`src/rtl/clk_gen_multi_divider_if.sv`:
```
// Control and status bundle for the multi-channel clock divider.
// Per-channel fields are packed CH wide; divisors are packed DIV_W per channel.
interface clk_gen_multi_divider_if #(
  parameter int CH    = 4,
  parameter int DIV_W = 16
);
  logic [CH-1:0]       clk_gen_en;
  logic                clk_gen_sync;
  logic [CH-1:0]       clk_gen_load;
  logic [CH*DIV_W-1:0] clk_gen_div;
  logic [CH-1:0]       clk_gen_out;
  logic [CH-1:0]       clk_gen_tick;
  logic [CH-1:0]       clk_gen_pend;

  modport master (
    output clk_gen_en, clk_gen_sync, clk_gen_load, clk_gen_div,
    input  clk_gen_out, clk_gen_tick, clk_gen_pend
  );

  modport slave (
    input  clk_gen_en, clk_gen_sync, clk_gen_load, clk_gen_div,
    output clk_gen_out, clk_gen_tick, clk_gen_pend
  );
endinterface

```
`src/rtl/clk_gen_multi_divider.sv`:
```
// CH independent integer dividers of clk_gen_fsys with glitch-free divisor swap and global phase sync.
// Outputs registered, one cycle behind the period counter; no backpressure.
module clk_gen_multi_divider #(
  parameter int CH          = 4,
  parameter int DIV_W       = 16,
  parameter int DEFAULT_DIV = 2
) (
  input  logic                     clk_gen_fsys,
  input  logic                     clk_gen_rst,
  clk_gen_multi_divider_if.slave   bus
);

  logic [CH-1:0] out_v;
  logic [CH-1:0] tick_v;
  logic [CH-1:0] pend_v;

  for (genvar i = 0; i < CH; i++) begin : g_ch
    logic [DIV_W-1:0] cnt;
    logic [DIV_W-1:0] div_act;
    logic [DIV_W-1:0] div_pend;
    logic [DIV_W-1:0] div_in;
    logic [DIV_W-1:0] div_clamp;
    logic [DIV_W-1:0] last;
    logic             pend;
    logic             out_q;
    logic             tick_q;
    logic             at_end;
    logic             restart;
    logic             load;

    assign div_in    = bus.clk_gen_div[i*DIV_W +: DIV_W];
    // Divide-by-0/1 is meaningless; treat it as the fastest legal rate.
    assign div_clamp = (div_in < DIV_W'(2)) ? DIV_W'(2) : div_in;
    assign last      = div_act - DIV_W'(1);
    assign at_end    = (cnt == last);
    assign restart   = ~bus.clk_gen_en[i] | bus.clk_gen_sync;
    assign load      = bus.clk_gen_load[i];

    always_ff @(posedge clk_gen_fsys) begin
      if (clk_gen_rst) begin
        cnt      <= '0;
        div_act  <= DIV_W'(DEFAULT_DIV);
        div_pend <= '0;
        pend     <= 1'b0;
        out_q    <= 1'b0;
        tick_q   <= 1'b0;
      end else if (restart) begin
        // Idle or resynchronising: safe point to take any new divisor.
        cnt    <= '0;
        out_q  <= 1'b0;
        tick_q <= 1'b0;
        if (load) begin
          div_act <= div_clamp;
          pend    <= 1'b0;
        end else if (pend) begin
          div_act <= div_pend;
          pend    <= 1'b0;
        end
      end else begin
        out_q  <= (cnt >= (div_act >> 1));
        tick_q <= at_end;
        if (at_end) begin
          cnt <= '0;
          if (load) begin
            div_act <= div_clamp;
            pend    <= 1'b0;
          end else if (pend) begin
            div_act <= div_pend;
            pend    <= 1'b0;
          end
        end else begin
          cnt <= cnt + DIV_W'(1);
          if (load) begin
            div_pend <= div_clamp;
            pend     <= 1'b1;
          end
        end
      end
    end

    assign out_v[i]  = out_q;
    assign tick_v[i] = tick_q;
    assign pend_v[i] = pend;
  end

  assign bus.clk_gen_out  = out_v;
  assign bus.clk_gen_tick = tick_v;
  assign bus.clk_gen_pend = pend_v;

endmodule

```
`src/flat_wrapper.sv`:
```
// flat-port wrapper written by rule: the top's interface ports become plain ports
module clk_gen_multi_divider_flat 
#(
  parameter int CH          = 4,
  parameter int DIV_W       = 16,
  parameter int DEFAULT_DIV = 2
)
  (clk_gen_fsys, clk_gen_rst, bus_clk_gen_en, bus_clk_gen_sync, bus_clk_gen_load, bus_clk_gen_div, bus_clk_gen_out, bus_clk_gen_tick, bus_clk_gen_pend);
  clk_gen_multi_divider_if #(.CH(CH), .DIV_W(DIV_W)) bus_i ();
  input  logic clk_gen_fsys;
  input  logic clk_gen_rst;
  input wire logic [$bits(bus_i.clk_gen_en)-1:0] bus_clk_gen_en;
  input wire logic [$bits(bus_i.clk_gen_sync)-1:0] bus_clk_gen_sync;
  input wire logic [$bits(bus_i.clk_gen_load)-1:0] bus_clk_gen_load;
  input wire logic [$bits(bus_i.clk_gen_div)-1:0] bus_clk_gen_div;
  output wire logic [$bits(bus_i.clk_gen_out)-1:0] bus_clk_gen_out;
  output wire logic [$bits(bus_i.clk_gen_tick)-1:0] bus_clk_gen_tick;
  output wire logic [$bits(bus_i.clk_gen_pend)-1:0] bus_clk_gen_pend;
  assign bus_i.clk_gen_en = bus_clk_gen_en;
  assign bus_i.clk_gen_sync = bus_clk_gen_sync;
  assign bus_i.clk_gen_load = bus_clk_gen_load;
  assign bus_i.clk_gen_div = bus_clk_gen_div;
  assign bus_clk_gen_out = bus_i.clk_gen_out;
  assign bus_clk_gen_tick = bus_i.clk_gen_tick;
  assign bus_clk_gen_pend = bus_i.clk_gen_pend;
  clk_gen_multi_divider #(.CH(CH), .DIV_W(DIV_W), .DEFAULT_DIV(DEFAULT_DIV)) u_core (.clk_gen_fsys(clk_gen_fsys), .clk_gen_rst(clk_gen_rst), .bus(bus_i));
endmodule
```
`config.mk`:
```
export PLATFORM = sky130hd
export DESIGN_NAME = clk_gen_multi_divider_flat
export DESIGN_NICKNAME = d
export VERILOG_FILES = /design/src/rtl/clk_gen_multi_divider_if.sv /design/src/rtl/clk_gen_multi_divider.sv /design/src/flat_wrapper.sv
export SDC_FILE = /design/constraint.sdc
export NUM_CORES = 1
export LEC_CHECK = 0
export ABC_AREA = 0
export CORE_UTILIZATION = 40
export CTS_CLUSTER_SIZE = 28
export DETAILED_ROUTE_END_ITERATION = 12
export GPL_TIMING_DRIVEN = 0
export SYNTH_ARGS = -nofsm -noshare
export SYNTH_HDL_FRONTEND = slang
export SYNTH_SLANG_ARGS = --single-unit
```
`constraint.sdc`:
```
create_clock -name clk_gen_fsys -period 3.43 [get_ports clk_gen_fsys]
set_input_delay 0.5145 -clock clk_gen_fsys [delete_from_list [all_inputs] [get_ports clk_gen_fsys]]
set_output_delay 0.5145 -clock clk_gen_fsys [all_outputs]
set_load 0.01 [all_outputs]
```
== Word level (Yosys, flattened, before mapping) ==
Index checks and enable logic that the tools add are counted.
W data, S select, Z words.

* Bits in registers: 204
* Bits of input ports: 75
* Output and inout port bits: 12
* Logic and storage cells: 96

* Add/subtract/negate cells: 8
* Magnitude comparators: 8
* Eq/ne operators: 4
* Mux-type cells: 20
* Bitwise logic cells: 16
* Reductions and logical operators: 16

{| class="wikitable"
|+ Operators by type and width
! operator !! number
|-
| $mux W16 || 20
|-
| $add A16 B1 Y16 const B || 4
|-
| $eq A16 B16 Y1 || 4
|-
| $ge A16 B15 Y1 || 4
|-
| $lt A16 B2 Y1 const B || 4
|-
| $sub A16 B1 Y16 const B || 4
|-
| $not A1 Y1 || 12
|-
| $reduce_and A3 Y1 || 4
|-
| $reduce_or A3 Y1 || 4
|-
| $reduce_bool A2 Y1 || 4
|-
| $reduce_or A2 Y1 || 4
|-
| $or A1 B1 Y1 || 4
|}

== Longest topological paths before layout ==
Gate-level depths: netlist of run 1.

* Depth in word-level cells: 5
* Gate-level depth with buffers: 13
* Depth with buffers taken out: 10

== Worst setup path before layout of run 1 ==
Ideal clock, no wire load.

* Path type: reg2reg
* Start point: reg u_core.g_ch[2].div_act[0]
* End point: reg u_core.g_ch[2].div_pend[10]
* Setup time: 128 ps
* Arrival time: 2904 ps
* Data required time: 3302 ps
* Slack: 399 ps
* Cell stages (with the launch flop): 13
* Path buffers: 2
* Period minus slack after synthesis: 3031 ps
* Cell sequence: dfxtp_1 inv_1 ha_1 or3b_1 clkbuf_1 a2111oi_0 o21bai_1 a2111oi_1 o2111ai_1 o211ai_2 buf_6 mux2i_1 nor2_1

* Longest elaborated chain between the ends: 4

{| class="wikitable"
|+ Ends and longest elaborated chain
! item !! RTL line !! text
|-
| start: declaration || clk_gen_multi_divider.sv:19 || <nowiki>logic [DIV_W-1:0] div_act;</nowiki>
|-
| start signal: assignment || clk_gen_multi_divider.sv:42 || <nowiki>div_act <= DIV_W'(DEFAULT_DIV);</nowiki>
|-
| start signal: assignment || clk_gen_multi_divider.sv:53 || <nowiki>div_act <= div_clamp;</nowiki>
|-
| start signal: assignment || clk_gen_multi_divider.sv:56 || <nowiki>div_act <= div_pend;</nowiki>
|-
| $sub A16 B1 Y16 || clk_gen_multi_divider.sv:34 || <nowiki>assign last = div_act - DIV_W'(1);</nowiki>
|-
| $eq A16 B16 Y1 || clk_gen_multi_divider.sv:35 || <nowiki>assign at_end = (cnt == last);</nowiki>
|-
| $not A1 Y1 (no line) || - ||
|-
| $reduce_and A3 Y1 (no line) || - ||
|-
| end signal: assignment || clk_gen_multi_divider.sv:74 || <nowiki>div_pend <= div_clamp;</nowiki>
|-
| end: declaration || clk_gen_multi_divider.sv:20 || <nowiki>logic [DIV_W-1:0] div_pend;</nowiki>
|}

No other way between the ends.
A chain may end at the register's enable or synchronous reset.

== Worst setup path in the final report of run 1 ==
* Start point: reg u_core.g_ch[0].div_act[0]
* End point: reg u_core.g_ch[0].cnt[3]

* Longest elaborated chain between the ends: 3

{| class="wikitable"
|+ Ends and longest elaborated chain
! item !! RTL line !! text
|-
| start: declaration || clk_gen_multi_divider.sv:19 ||
|-
| start signal: assignment || clk_gen_multi_divider.sv:42 ||
|-
| start signal: assignment || clk_gen_multi_divider.sv:53 ||
|-
| start signal: assignment || clk_gen_multi_divider.sv:56 ||
|-
| $sub A16 B1 Y16 || clk_gen_multi_divider.sv:34 ||
|-
| $eq A16 B16 Y1 || clk_gen_multi_divider.sv:35 ||
|-
| $reduce_or A3 Y1 (no line) || - ||
|-
| end signal: assignment || clk_gen_multi_divider.sv:72 || <nowiki>cnt <= cnt + DIV_W'(1);</nowiki>
|-
| end: declaration || clk_gen_multi_divider.sv:18 || <nowiki>logic [DIV_W-1:0] cnt;</nowiki>
|}

No other way between the ends.

==> flow_results.xml, run 1 <==
<?xml version="1.0" encoding="UTF-8"?>
<metrics>
  <group name="global_routing">
    <metric name="grt_util_all_layers" unit="">0.210</metric>
    <metric name="grt_max_degree" unit="">18</metric>
    <metric name="globalRouteOverflowTotal" unit="">0</metric>
    <metric name="grt_pass1_wl" unit="um">54800</metric>
    <metric name="grt_pass1_vias" unit="">10700</metric>
    <metric name="antenna_violations_before_repair" unit="">0</metric>
  </group>
  <group name="routing">
    <metric name="post-route-drc-count" unit="">8</metric>
    <metric name="detail-route-antenna-nets" unit="">0</metric>
    <metric name="route.detailed.wl_per_inst" unit="um">16.3</metric>
    <metric name="drt_wl_total" unit="um">33600</metric>
    <metric name="num_vias" unit="">11300</metric>
    <metric name="1st_pass_router_iterations" unit="">11</metric>
    <metric name="detail_route.iter0.violations" unit="">606</metric>
    <metric name="avgViaCountPerCell" unit="">5.47</metric>
  </group>
  <group name="yosys">
    <metric name="yosys_register_bits" unit="">204</metric>
    <metric name="synth_seq_area_share" unit="">0.325</metric>
    <metric name="synth_enable_flop_cells" unit="">0</metric>
    <metric name="synth.avg_cell_area" unit="um^2">8.22</metric>
    <metric name="synthesis.instances" unit="">1529</metric>
    <metric name="mappedNetlistNets" unit="">1672</metric>
    <metric name="synth.area.top_cells" unit="">sky130_fd_sc_hd__dfxtp_1 (32%), sky130_fd_sc_hd__ha_1 (6.8%), sky130_fd_sc_hd__nor2_1 (6.0%)</metric>
    <metric name="synthesis.area" unit="um^2">12600</metric>
    <metric name="ys.warnings.count" unit="">0</metric>
    <metric name="synth_top_cell_by_area" unit="">sky130_fd_sc_hd__dfxtp_1</metric>
    <metric name="synthArstFlopShare" unit="">0</metric>
    <metric name="synth_top_area_frac" unit="">0.325</metric>
    <metric name="synth_top_flop_cell" unit="">sky130_fd_sc_hd__dfxtp_1</metric>
    <metric name="yosys.cell_types.count" unit="">84</metric>
  </group>
  <group name="run">
    <metric name="drv_cap" unit="">0</metric>
  </group>
  <group name="critical_path">
    <metric name="timing.critical_path.slowest_cell_delay" unit="ns">0.54</metric>
    <metric name="cp_cell_sequence" unit="">clkbuf_1 -&gt; inv_1 -&gt; ha_2 -&gt; or4b_4 -&gt; nor4_2 -&gt; o21ai_0 -&gt; o21a_1 -&gt; nor4_4 -&gt; nand2b_1 -&gt; buf_2 -&gt; clkbuf_4 -&gt; nor2_1</metric>
    <metric name="worst_ep_arrival_time" unit="ns">3.68</metric>
    <metric name="critical_path.endpoint_type" unit="">flop</metric>
    <metric name="crit_family" unit="">simple AND/OR/NAND/NOR gates</metric>
    <metric name="crit_path_top_delay_cell" unit="">sky130_fd_sc_hd__or4b_4</metric>
    <metric name="worst-path-buf-inv" unit="">4</metric>
    <metric name="setup.worst_path.start_class" unit="">flop</metric>
    <metric name="criticalPathCategory" unit="">flop to flop</metric>
    <metric name="worst-endpoint-required" unit="ns">3.84</metric>
    <metric name="crit_fanout" unit="">10</metric>
  </group>
  <group name="timing">
    <metric name="finalSetupViolations" unit="">0</metric>
    <metric name="final_max_slew_viol_count" unit="">0</metric>
    <metric name="final_worst_path_period_share" unit="">0.951</metric>
    <metric name="finalClockSkew" unit="ns">0.0153</metric>
    <metric name="unrepaired_setup_endpoints_after_global_routing" unit="">yes</metric>
    <metric name="slew-limit-headroom" unit="">0.425</metric>
    <metric name="layout_min_cycle_time" unit="ns">3.26</metric>
    <metric name="finalHoldViolations" unit="">0</metric>
    <metric name="achievable-frequency" unit="GHz">0.306</metric>
    <metric name="max_slew.worst_pin.slew" unit="ns">0.859</metric>
    <metric name="timing.setup.tns" unit="ns">0</metric>
    <metric name="post-route-worst-setup-slack" unit="ns">0.167</metric>
  </group>
  <group name="cells_and_area">
    <metric name="fin_cells" unit="">2063</metric>
    <metric name="proportion_of_layout_cells_with_a_drive_suffix_above_1" unit="">0.0834</metric>
    <metric name="multi_input_area" unit="um^2">7870</metric>
    <metric name="fillerInstances" unit="">3081</metric>
    <metric name="finish.net_count" unit="">1794</metric>
    <metric name="post_layout_utilization_of_the_core" unit="">0.487</metric>
    <metric name="final-seq-area" unit="um^2">4090</metric>
    <metric name="syn_to_final_growth" unit="%">19.1</metric>
    <metric name="design_area" unit="um^2">15000</metric>
    <metric name="n_antenna_cell" unit="">0</metric>
  </group>
  <group name="floorplanning">
    <metric name="initial_utilization" unit="">0.409</metric>
    <metric name="fp.dieArea" unit="um^2">32200</metric>
    <metric name="chipWidth" unit="um">179</metric>
    <metric name="num_io_pins" unit="">87</metric>
    <metric name="core_region_area" unit="um^2">30700</metric>
    <metric name="dieHeight" unit="um">179</metric>
    <metric name="floorplan.rows" unit="">64</metric>
  </group>
  <group name="placed_design">
    <metric name="place.detailed.hpwl" unit="um">25800</metric>
    <metric name="place_ws" unit="ns">-0.299</metric>
    <metric name="globalplace.congestion" unit="">0.871</metric>
    <metric name="instance_count_after_placement_with_tap_cells_included" unit="">2011</metric>
    <metric name="dpl-instance-area" unit="um^2">13900</metric>
    <metric name="port_buffer_cells" unit="">86</metric>
  </group>
  <group name="cts">
    <metric name="clk_root_buffer_cell" unit="">sky130_fd_sc_hd__clkbuf_16</metric>
    <metric name="clk-insertion-delay-late" unit="ns">0.53</metric>
    <metric name="cts.clk_slew.worst_paths" unit="ns">0.06</metric>
    <metric name="ctsLongestPathBuffers" unit="">3</metric>
    <metric name="cts_tree" unit="">done</metric>
    <metric name="cts_htree_levels" unit="">1</metric>
    <metric name="cts_sinks" unit="">204</metric>
    <metric name="cts_inserted_buffers" unit="">24</metric>
    <metric name="postCtsHoldBufs" unit="">0</metric>
  </group>
  <group name="power">
    <metric name="power.share.combinational" unit="">0.188</metric>
    <metric name="sw_frac_of_total" unit="">0.286</metric>
    <metric name="seqPwrFrac" unit="">0.415</metric>
    <metric name="power_report.internal_total" unit="W">0.00449</metric>
    <metric name="worst_ir_drop_vdd" unit="mV">0.323</metric>
    <metric name="power_density_over_the_cells" unit="nW/um^2">421</metric>
    <metric name="total_leakage_power" unit="nW">6.02</metric>
    <metric name="clock_power_share" unit="">0.397</metric>
    <metric name="total_switching_power" unit="W">0.00180</metric>
  </group>
  <group name="run_status">
    <metric name="status" unit="">finished with violations</metric>
    <metric name="failed_checks" unit="">DRC</metric>
  </group>
  <group name="hold_path">
    <metric name="worstHoldPathType" unit="">flop to flop</metric>
  </group>
</metrics>
## state kept, by name (all words and copies together) (netlist names)
register,count
u_core.g_ch.cnt,64
u_core.g_ch.div_pend,64
u_core.g_ch.out_q,4
u_core.g_ch.div_act,64
u_core.g_ch.pend,4
u_core.g_ch.tick_q,4
## path summary, 6_finish.rpt
kind	start	to	slack [ns]	cells after the start
worst max-delay path	u_core.g_ch[0].div_act[0]	u_core.g_ch[0].cnt[3]	0.17	12
worst min-delay path	u_core.g_ch[1].div_pend[1]	u_core.g_ch[1].div_pend[1]	0.47	2
worst max register to register	u_core.g_ch[0].div_act[0]	u_core.g_ch[0].cnt[3]	0.17	12
worst min register to register	u_core.g_ch[1].div_pend[1]	u_core.g_ch[1].div_pend[1]	0.47	2
## cell usage after synthesis (all sizes together) (18+ instances only)
| library cell | count |
|---|---|
| inv | 82 |
| nor2 | 203 |
| a21o | 25 |
| o21ai | 90 |
| nand4 | 27 |
| nand2 | 66 |
| o22ai | 41 |
| a211oi | 29 |
| xnor2 | 61 |
| nand3 | 50 |
| xor2 | 61 |
| and3 | 26 |
| mux2i | 66 |
| buf | 32 |
| ha | 68 |
| dfxtp | 204 |
| a21oi | 46 |
| or3 | 20 |
| clkbuf | 59 |
| nor4 | 31 |
| nor3 | 39 |
| o2bb2ai | 18 |
## cell type report
class	count	share of cell area
buffer	89	0.0315
clock buffer	41	0.0510
clock inverter	1	0.00109
inverter	83	0.0208
multi-input combinational	1151	0.525
sequential	204	0.273
tap	396	0.0331
timing repair buffer	98	0.0643
## worst reg2reg max path, delay by kind of cell, from the launching register on
family	cells	cell delay (ns)
AND/OR/NAND/NOR	5	1.41
AO/OA/AOI/OAI	2	0.45
flip-flops	1	0.29
adder cells (fa/ha/maj)	1	0.25
buffers and inverters	4	0.78
## routing by layer
| layer | GRT usage | vias to the layer above | wire length (um) |
|---|---|---|---|
| met3 | 0.0259 | 51 | 1110 |
| met1 | 0.282 | 5295 | 16100 |
| met2 | 0.352 | 198 | 15600 |
| met4 | 0.0581 | 0 | 847 |
| met5 | 0 | - | 0 |
| li1 | - | 5743 | - |
## timing repair
item,in CTS,in global routing
endpoints found under the setup margin,110,136
gates cloned,0,0
gates resized for setup,17,36
pin swaps,0,7
setup buffers,0,12
## power by group through the flow
stage / combinational (W) / clock (W) / sequential (W)
floorplan: 0.000800 / 0 / 0.00261
global placement: 0.00111 / 0 / 0.00266
detailed placement: 0.00113 / 0 / 0.00266
CTS: 0.00115 / 0.00256 / 0.00261
global route: 0.00131 / 0.00267 / 0.00263
finish: 0.00118 / 0.00250 / 0.00261
## logic make-up (layout without fill, tap and decap cells)
| family | Yosys count | count (layout) | share of synthesized area |
|---|---|---|---|
| buffers and inverters | 174 | 312 | 0.0608 |
| multiplexers | 66 | 66 | 0.0525 |
| XOR/XNOR | 122 | 122 | 0.0850 |
| AO/OA/AOI/OAI | 350 | 350 | 0.189 |
| flip-flops | 204 | 204 | 0.325 |
| AND/OR/NAND/NOR | 545 | 545 | 0.221 |
| adder cells (fa/ha/maj) | 68 | 68 | 0.0677 |
## metrics by stage
stage / total power, W / hold WS, ns
finish: 0.00630 / 0.466
global route: 0.00661 / 0.486
CTS: 0.00631 / 0.463
detailed placement: 0.00378 / 0.455
global placement: 0.00377 / 0.445
floorplan: 0.00341 / 0.436
## placed cells by master, fill, tap and decap left out, types with 37 or more instances in the layout
master | Yosys | routed
sky130_fd_sc_hd__a21oi_1 | 46 | 46
sky130_fd_sc_hd__clkbuf_1 | 58 | 54
sky130_fd_sc_hd__clkdlybuf4s50_1 | 0 | 86
sky130_fd_sc_hd__dfxtp_1 | 204 | 202
sky130_fd_sc_hd__ha_1 | 68 | 67
sky130_fd_sc_hd__inv_1 | 82 | 81
sky130_fd_sc_hd__mux2i_1 | 66 | 66
sky130_fd_sc_hd__nand2_1 | 66 | 66
sky130_fd_sc_hd__nand3_1 | 48 | 47
sky130_fd_sc_hd__nor2_1 | 202 | 202
sky130_fd_sc_hd__nor3_1 | 38 | 37
sky130_fd_sc_hd__o21ai_0 | 84 | 84
sky130_fd_sc_hd__o22ai_1 | 41 | 41
sky130_fd_sc_hd__xnor2_1 | 61 | 61
sky130_fd_sc_hd__xor2_1 | 61 | 61
Power figures use the tool's default switching activity.
==> run 2, diff against run 1 <==
- CORE_UTILIZATION: 40 -> 38
- PLACE_DENSITY: default -> 0.6
- SKIP_CTS_REPAIR_TIMING: default -> 1
==> run 2 against run 1 <==
Against the previous run: critical endpoint is now u_core.g_ch[2].div_act[13]; global-route usage decreased by 1.1 points; register-to-register slack about the same; the run now ends clean; clock-buffer cell count decreased by 9; hold slack better by 0.0046 ns; die area is 5.2% higher; final cell count increased by 2.1%; core utilization fell by 2.4 points; non-clock buffer count decreased by 3.
==> flow_results.xml, run 2 (synthesis gave the netlist of run 1 again) <==
<?xml version="1.0" encoding="UTF-8"?>
<metrics>
  <group name="timing">
    <metric name="slew-limit-headroom" unit="">0.425</metric>
    <metric name="max_slew.worst_pin.slew" unit="ns">0.860</metric>
    <metric name="final_worst_path_period_share" unit="">0.951</metric>
    <metric name="layout_min_cycle_time" unit="ns">3.26</metric>
    <metric name="post-route-worst-setup-slack" unit="ns">0.168</metric>
    <metric name="final_max_slew_viol_count" unit="">0</metric>
    <metric name="achievable-frequency" unit="GHz">0.307</metric>
    <metric name="finalClockSkew" unit="ns">0.0102</metric>
    <metric name="finalHoldViolations" unit="">0</metric>
    <metric name="finalSetupViolations" unit="">0</metric>
  </group>
  <group name="cts">
    <metric name="cts_htree_levels" unit="">1</metric>
    <metric name="cts_inserted_buffers" unit="">24</metric>
    <metric name="cts_sinks" unit="">204</metric>
    <metric name="clk-insertion-delay-late" unit="ns">0.52</metric>
    <metric name="cts.clk_slew.worst_paths" unit="ns">0.06</metric>
    <metric name="clk_root_buffer_cell" unit="">sky130_fd_sc_hd__clkbuf_16</metric>
    <metric name="ctsLongestPathBuffers" unit="">3</metric>
    <metric name="cts_tree" unit="">done</metric>
  </group>
  <group name="routing">
    <metric name="detail-route-antenna-nets" unit="">0</metric>
    <metric name="drt_wl_total" unit="um">34100</metric>
    <metric name="route.detailed.wl_per_inst" unit="um">16.2</metric>
    <metric name="avgViaCountPerCell" unit="">5.40</metric>
    <metric name="detail_route.iter0.violations" unit="">772</metric>
    <metric name="post-route-drc-count" unit="">0</metric>
    <metric name="num_vias" unit="">11400</metric>
    <metric name="1st_pass_router_iterations" unit="">5</metric>
  </group>
  <group name="placed_design">
    <metric name="dpl-instance-area" unit="um^2">14000</metric>
    <metric name="globalplace.congestion" unit="">0.854</metric>
    <metric name="instance_count_after_placement_with_tap_cells_included" unit="">2057</metric>
    <metric name="place_ws" unit="ns">-0.237</metric>
    <metric name="place.detailed.hpwl" unit="um">26100</metric>
    <metric name="port_buffer_cells" unit="">86</metric>
  </group>
  <group name="global_routing">
    <metric name="grt_pass1_vias" unit="">10700</metric>
    <metric name="grt_pass1_wl" unit="um">55200</metric>
    <metric name="antenna_violations_before_repair" unit="">1</metric>
    <metric name="grt_util_all_layers" unit="">0.199</metric>
    <metric name="globalRouteOverflowTotal" unit="">0</metric>
    <metric name="grt_max_degree" unit="">13</metric>
  </group>
  <group name="hold_path">
    <metric name="worstHoldPathType" unit="">flop to flop</metric>
  </group>
  <group name="critical_path">
    <metric name="worst_ep_arrival_time" unit="ns">3.71</metric>
    <metric name="critical_path.endpoint_type" unit="">flop</metric>
    <metric name="rrSetupSlack" unit="ns">0.17</metric>
    <metric name="crit_fanout" unit="">10</metric>
    <metric name="setup.worst_path.start_class" unit="">flop</metric>
    <metric name="worst-endpoint-required" unit="ns">3.88</metric>
    <metric name="criticalPathCategory" unit="">flop to flop</metric>
  </group>
  <group name="power">
    <metric name="power_density_over_the_cells" unit="nW/um^2">430</metric>
    <metric name="total_leakage_power" unit="nW">6.03</metric>
    <metric name="worst_ir_drop_vdd" unit="mV">0.326</metric>
  </group>
  <group name="floorplanning">
    <metric name="initial_utilization" unit="">0.387</metric>
    <metric name="floorplan.rows" unit="">66</metric>
    <metric name="core_region_area" unit="um^2">32500</metric>
    <metric name="chipWidth" unit="um">184</metric>
    <metric name="dieHeight" unit="um">184</metric>
    <metric name="num_io_pins" unit="">87</metric>
    <metric name="fp.dieArea" unit="um^2">33800</metric>
  </group>
  <group name="run">
    <metric name="drv_cap" unit="">0</metric>
  </group>
  <group name="cells_and_area">
    <metric name="syn_to_final_growth" unit="%">19.9</metric>
    <metric name="design_area" unit="um^2">15100</metric>
    <metric name="fin_cells" unit="">2106</metric>
    <metric name="post_layout_utilization_of_the_core" unit="">0.463</metric>
    <metric name="proportion_of_layout_cells_with_a_drive_suffix_above_1" unit="">0.0853</metric>
    <metric name="n_antenna_cell" unit="">0</metric>
    <metric name="layout_common_cells" unit="">sky130_fd_sc_hd__nor2_1 (202), sky130_fd_sc_hd__dfxtp_1 (202), sky130_fd_sc_hd__clkdlybuf4s50_1 (86)</metric>
    <metric name="finish.net_count" unit="">1791</metric>
    <metric name="layout_top_registers" unit="">u_core.g_ch.cnt: 64 flops, u_core.g_ch.div_act: 64 flops, u_core.g_ch.div_pend: 64 flops</metric>
    <metric name="fillerInstances" unit="">3274</metric>
  </group>
  <group name="run_status">
    <metric name="status" unit="">finished, final reports clean</metric>
  </group>
</metrics>
run 2: changes by cell type in the layout (fill, tap and decap cells not counted), moves of 2 or more:
cell	previous run	this run
sky130_fd_sc_hd__clkbuf_8	10	4
sky130_fd_sc_hd__clkinvlp_4	0	2
sky130_fd_sc_hd__clkbuf_4	5	3
sky130_fd_sc_hd__buf_4	25	22
sky130_fd_sc_hd__clkbuf_1	54	49
sky130_fd_sc_hd__clkinv_2	0	5
sky130_fd_sc_hd__bufinv_16	0	3
sky130_fd_sc_hd__buf_2	7	9
sky130_fd_sc_hd__clkbuf_16	24	26
run 2: layer usage:
metal	global-route usage	up-vias	wire (um)	part of all wire
li1	-	5740	-	-
met1	0.264	5326	16200	0.47
met2	0.337	250	15700	0.46
met3	0.0246	63	1330	0.039
met4	0.0570	0	897	0.026
met5	0	-	0	0
run 2: stage by stage:
step / power (W) / hold slack (ns) / TNS, ns
2_1_floorplan: 0.00341 / 0.436 / 0
3_3_place_gp: 0.00377 / 0.449 / -7.96
3_5_place_dp: 0.00379 / 0.449 / -9.90
4_1_cts: 0.00647 / 0.472 / -12.14
5_1_grt: 0.00678 / 0.487 / -0.135
6_report: 0.00648 / 0.471 / 0
run 2: path summary, 6_finish.rpt:
| path | from | to | cells after the start |
|---|---|---|---|
| setup / recovery | u_core.g_ch[2].div_act[0] | u_core.g_ch[2].div_act[13] | 11 |
| hold / removal | u_core.g_ch[1].div_pend[1] | u_core.g_ch[1].div_pend[1] | 2 |
| setup reg to reg | u_core.g_ch[2].div_act[0] | u_core.g_ch[2].div_act[13] | 11 |
| hold reg to reg | u_core.g_ch[1].div_pend[1] | u_core.g_ch[1].div_pend[1] | 2 |
run 2: layout make-up:
type | count | area [um^2] | share of cell area
multi-input combinational | 1151 | 7890 | 0.523
sequential | 204 | 4090 | 0.271
timing repair buffer | 95 | 946 | 0.0627
clock buffer | 32 | 692 | 0.0459
tap | 442 | 553 | 0.0367
buffer | 89 | 472 | 0.0313
inverter | 83 | 312 | 0.0207
clock inverter | 10 | 130 | 0.00863
run 2: critical path: stages (launching register included):
cell                        delay, ns
sky130_fd_sc_hd__dfxtp_2         0.36
sky130_fd_sc_hd__inv_2           0.08
sky130_fd_sc_hd__ha_1            0.20
sky130_fd_sc_hd__or3b_1          0.49
sky130_fd_sc_hd__a2111oi_2       0.37
sky130_fd_sc_hd__o21bai_1        0.17
sky130_fd_sc_hd__a2111oi_2       0.36
sky130_fd_sc_hd__o2111ai_2       0.27
sky130_fd_sc_hd__or2_4           0.32
sky130_fd_sc_hd__a21o_4          0.23
sky130_fd_sc_hd__buf_2           0.19
sky130_fd_sc_hd__o2bb2ai_1       0.14
run 2: report_power, final:
group          total, W  leakage (nW)  internal [W]  switching, W
registers       0.00262          1.67       0.00248      0.000140
logic           0.00119          3.96      0.000519      0.000671
clock network   0.00267         0.403       0.00163       0.00104
